**config.mk**
```make
export PLATFORM = sky130hd
export DESIGN_NAME = sysid_read_engine
export DESIGN_NICKNAME = d
export VERILOG_FILES = /design/src/rtl/sysid_read_engine.sv
export SDC_FILE = /design/constraint.sdc
export NUM_CORES = 1
export LEC_CHECK = 0
export CAP_MARGIN = 20
export CORE_ASPECT_RATIO = 0.7
export CORE_MARGIN = 3
export CORE_UTILIZATION = 37
export CTS_BUF_LIST = sky130_fd_sc_hd__clkbuf_2 sky130_fd_sc_hd__clkbuf_4 sky130_fd_sc_hd__clkbuf_8
export DETAILED_ROUTE_END_ITERATION = 12
export HOLD_SLACK_MARGIN = 0.06
export PLACE_DENSITY = 0.82
export SYNTH_ARGS = -nofsm -noshare
export SYNTH_HDL_FRONTEND = slang
export SYNTH_SLANG_ARGS = --single-unit
export TNS_END_PERCENT = 20
```
**constraint.sdc**
```tcl
create_clock -name clock -period 2.25 [get_ports clock]
set_clock_uncertainty 0.15 [all_clocks]
set_input_delay 0.45 -clock clock [delete_from_list [all_inputs] [get_ports clock]]
set_output_delay 0.45 -clock clock [all_outputs]
set_load 0.02 [all_outputs]
```
**src/rtl/sysid_read_engine.sv**
```systemverilog
// One Avalon-MM read: strobe and acceptance, fixed read latency wait,
// and a consecutive-waitrequest timeout. The caller owns the phase sequencing.
module sysid_read_engine #(
  parameter int READ_LATENCY = 0,
  parameter int TIMEOUT      = 255
) (
  input  logic        clock,
  input  logic        reset_n,
  input  logic        rd_phase,
  input  logic        lat_phase,
  input  logic        waitrequest,
  input  logic [31:0] readdata,
  output logic        rd_strobe,
  output logic        accept,
  output logic        data_valid,
  output logic        timed_out,
  output logic [31:0] data
);

  localparam logic [15:0] WAIT_LAST = 16'(TIMEOUT - 1);
  localparam logic [1:0]  LAT_LAST  = 2'((READ_LATENCY > 0) ? READ_LATENCY - 1 : 0);

  logic [15:0] wait_cnt;
  logic [1:0]  lat_cnt;

  assign rd_strobe  = rd_phase;
  assign accept     = rd_phase && !waitrequest;
  // Abort on the edge that would bring the stall count up to TIMEOUT.
  assign timed_out  = rd_phase && waitrequest && (wait_cnt == WAIT_LAST);
  assign data_valid = (READ_LATENCY == 0) ? accept : (lat_phase && (lat_cnt == LAT_LAST));
  assign data       = readdata;

  always_ff @(posedge clock or negedge reset_n) begin
    if (!reset_n) begin
      wait_cnt <= '0;
      lat_cnt  <= '0;
    end else begin
      if (!rd_phase || accept || timed_out) begin
        wait_cnt <= '0;
      end else if (waitrequest) begin
        wait_cnt <= wait_cnt + 16'd1;
      end

      if (!lat_phase || data_valid) begin
        lat_cnt <= '0;
      end else begin
        lat_cnt <= lat_cnt + 2'd1;
      end
    end
  end

endmodule

```
==> qor.txt, run 1 <==
Outcome - finished, violations left
Failing checks - setup timing
Max-Cap Viols - 0
DR pass1 iterations - 4
Clock Pin Slew Worst Setup and Hold Paths - 0.06 ns
Crit-path max FO - 2
Layout area overhead - 3.20%
Fmax - 0.424 GHz
Post-layout min period - 2.36 ns
Via/cell ratio - 4.95
Syn_nets - 156
Die area - 3780 um^2
Hold_buf cts - 0
Post-Synthesis Cell Area - 1130 um^2
Via count - 732
DP Wirelength - 1550 um
Power Dens Cells - 499 nW/um^2
Place WS - -0.342 ns
Hold WC Path Type - primary input to asynchronous set/reset pin
Routed Antenna Nets - 0
Met1 Usage GRT - 13.1%
Tcrit/Tclk final - 105%
Root Buffer - clkbuf_8
Post-synth EDFFs - 0
Required time of the critical path - 1.65 ns
Placed Area - 1120 um^2
Initial core utilization - 39.6%
Rows - 16
Worst Max-Slew Pin Slew - 0.446 ns
Initial antenna violation count - 0
Synth async-reset ratio - 100%
Synth area leader - dfrtp_1
First-pass GRT wire length - 3390 um
Max incr delay on CP - 0.46 ns
DRC - 0
Gr usage total - 11.7%
Total gr overflow - 0
Layout cells sized above 1 - 34.8%
Final setup violation count - 1
Startpoint types - register
Worst EP arrival - 1.76 ns
Avg Cell Area, Syn - 9.70 um^2
Clock sink count - 16
# Post-CTS Setup Buffers - 0
Met3 Use GR - 5.36%
Final wirelength - 1990 um
I/O Buffers - 7
Met2 Track Usage GR - 19.2%
Top Usage Layer GRT - met2
Synth cell count leaders - 34 x buf_4, 16 x dfrtp_1, 10 x nor2_2
Max reg flops - 16
Top_reg_cell synth - dfrtp_1
CTS Buf Count - 3
Vias in the first global route - 781
Die X - 72.2 um
Top post-synthesis cells by area - dfrtp_1 35%, buf_4 22%, nor2_2 5.5%
Iteration-0 DRC Markers - 20
Clock buffer depth - 2
GPL Wtd Cong - 0.833
Placed cells - 144
Core Footprint - 2860 um^2
Crit. End Element - output port
H-tree Lvls - 1
Synth top area share - 35.3%
Crit path kind - register to output port
CTS tree - yes
YS warnings - 0
Most flops, register - wait_cnt
Antenna cells - 0
RSZ-0062 raised after global routing - true
Slew HR - 70.0%
Synthesized instance count - 117
Post-route cell area - 1170 um^2
Final number of hold-violating endpoints - 0
Final worst setup slack - -0.110 ns
Peak supply drop - 0.000150 V
Nets - 152
Die H - 52.3 um
Synthesized flop and latch total - 16
Worst-Skew Late Latency - 0.24 ns
Top Registers - wait_cnt x16
Pin count of the biggest net entering global routing - 17
Max Slew Vio Count - 0
Crit-path cells - inv_1 > ha_1 > or4b_4 > nor4_4 > and3b_2 > buf_6
Fillcell total - 270
Most common cell in the synthesized netlist - buf_4
Netlist cell types - 22
Setup tns final - -0.110 ns
Non-Filler Instances - 148
Critical path's slowest cell - or4b_4
Ports - 73
Leakage - 0.000497 uW
Util after Layout - 40.9%
Post-synthesis sequential area ratio - 35.3%
Mean routed wirelength per cell - 13.4 um
[routing by layer]
layer / wire, um / part of all wire [%]
met4: 70 / 3.5
met2: 930 / 47
met1: 854 / 43
met3: 133 / 6.7
met5: 0 / 0
[layout make-up]
class	count	area, um^2	area share (%)
Timing Repair Buffer	26	211	18.1
Clock buffer	4	55.1	4.70
Inverter	3	11.3	0.962
Sequential cell	16	400	34.2
Tap cell	36	45.0	3.85
Multi-Input combinational cell	63	448	38.2
[stage by stage]
step	total power [uW]	hold slack (ns)
CTS	592	0.367
global route	608	0.373
finish	584	0.367
floorplan	404	0.00441
global placement	339	0.391
detailed placement	340	0.409
[where the power goes]
group          internal (uW)  switching (uW)
Combinational           18.4            24.4
Sequential               289           0.810
Clock                    155            96.0
[critical path: cells and delay by family, from the launching register on]
kind | cells | cell delay (ns)
flops | 1 | 0.37
fa+ha+maj | 1 | 0.12
simple gates | 3 | 0.85
buf+inv | 2 | 0.17
[final timing paths]
kind                            cells after the start                       end  slack (ns)                    start
min in group clock                                  2   wait_cnt[0]$_DFFE_PN0P_        0.42  wait_cnt[0]$_DFFE_PN0P_
worst min register to register                      2   wait_cnt[0]$_DFFE_PN0P_        0.42  wait_cnt[0]$_DFFE_PN0P_
max in group asynchronous                           2   wait_cnt[0]$_DFFE_PN0P_        1.40                  reset_n
worst max register to register                      7  wait_cnt[14]$_DFFE_PN0P_        0.31  wait_cnt[0]$_DFFE_PN0P_
worst max-delay path                                6                 timed_out       -0.11  wait_cnt[0]$_DFFE_PN0P_
worst min-delay path                                2  wait_cnt[10]$_DFFE_PN0P_        0.37                  reset_n
[timing repair]
| action | CTS | global route |
|---|---|---|
| gates cloned | 0 | 0 |
| resized for setup | 8 | 0 |
| setup endpoints to repair | 3 | 1 |
[placed cells by master, fill, tap and decap left out, drive strengths merged]
master / instances
inv: 3
dlygate4sd2: 2
a21o: 1
and3b: 1
ha: 2
and4: 1
nand4: 6
nor4: 6
nand2: 5
nor2b: 1
nor2: 17
nand3: 5
xor2: 7
or3: 2
or4b: 1
dfrtp: 16
buf: 20
xnor2: 7
clkbuf: 4
clkdlybuf4s50: 4
nor3: 1
[cell families after synthesis]
logic type	share of synthesized area, %
and+or+nand+nor	25.1
buffers and inverters	25.2
DFF	35.3
xor gates and xnor gates	10.8
adders and majority gates	2.20
AOI/OAI and AO/OA	1.32
(Power assumes the default switching activity.)
==> run 2, diff against run 1 <==
--- a/config.mk
+++ b/config.mk
@@ -16,4 +16,3 @@
 export SYNTH_ARGS = -nofsm -noshare
 export SYNTH_HDL_FRONTEND = slang
 export SYNTH_SLANG_ARGS = --single-unit
-export TNS_END_PERCENT = 20
==> results of run 2 <==
Final layout, timing and power as in run 1 (identical DEF).
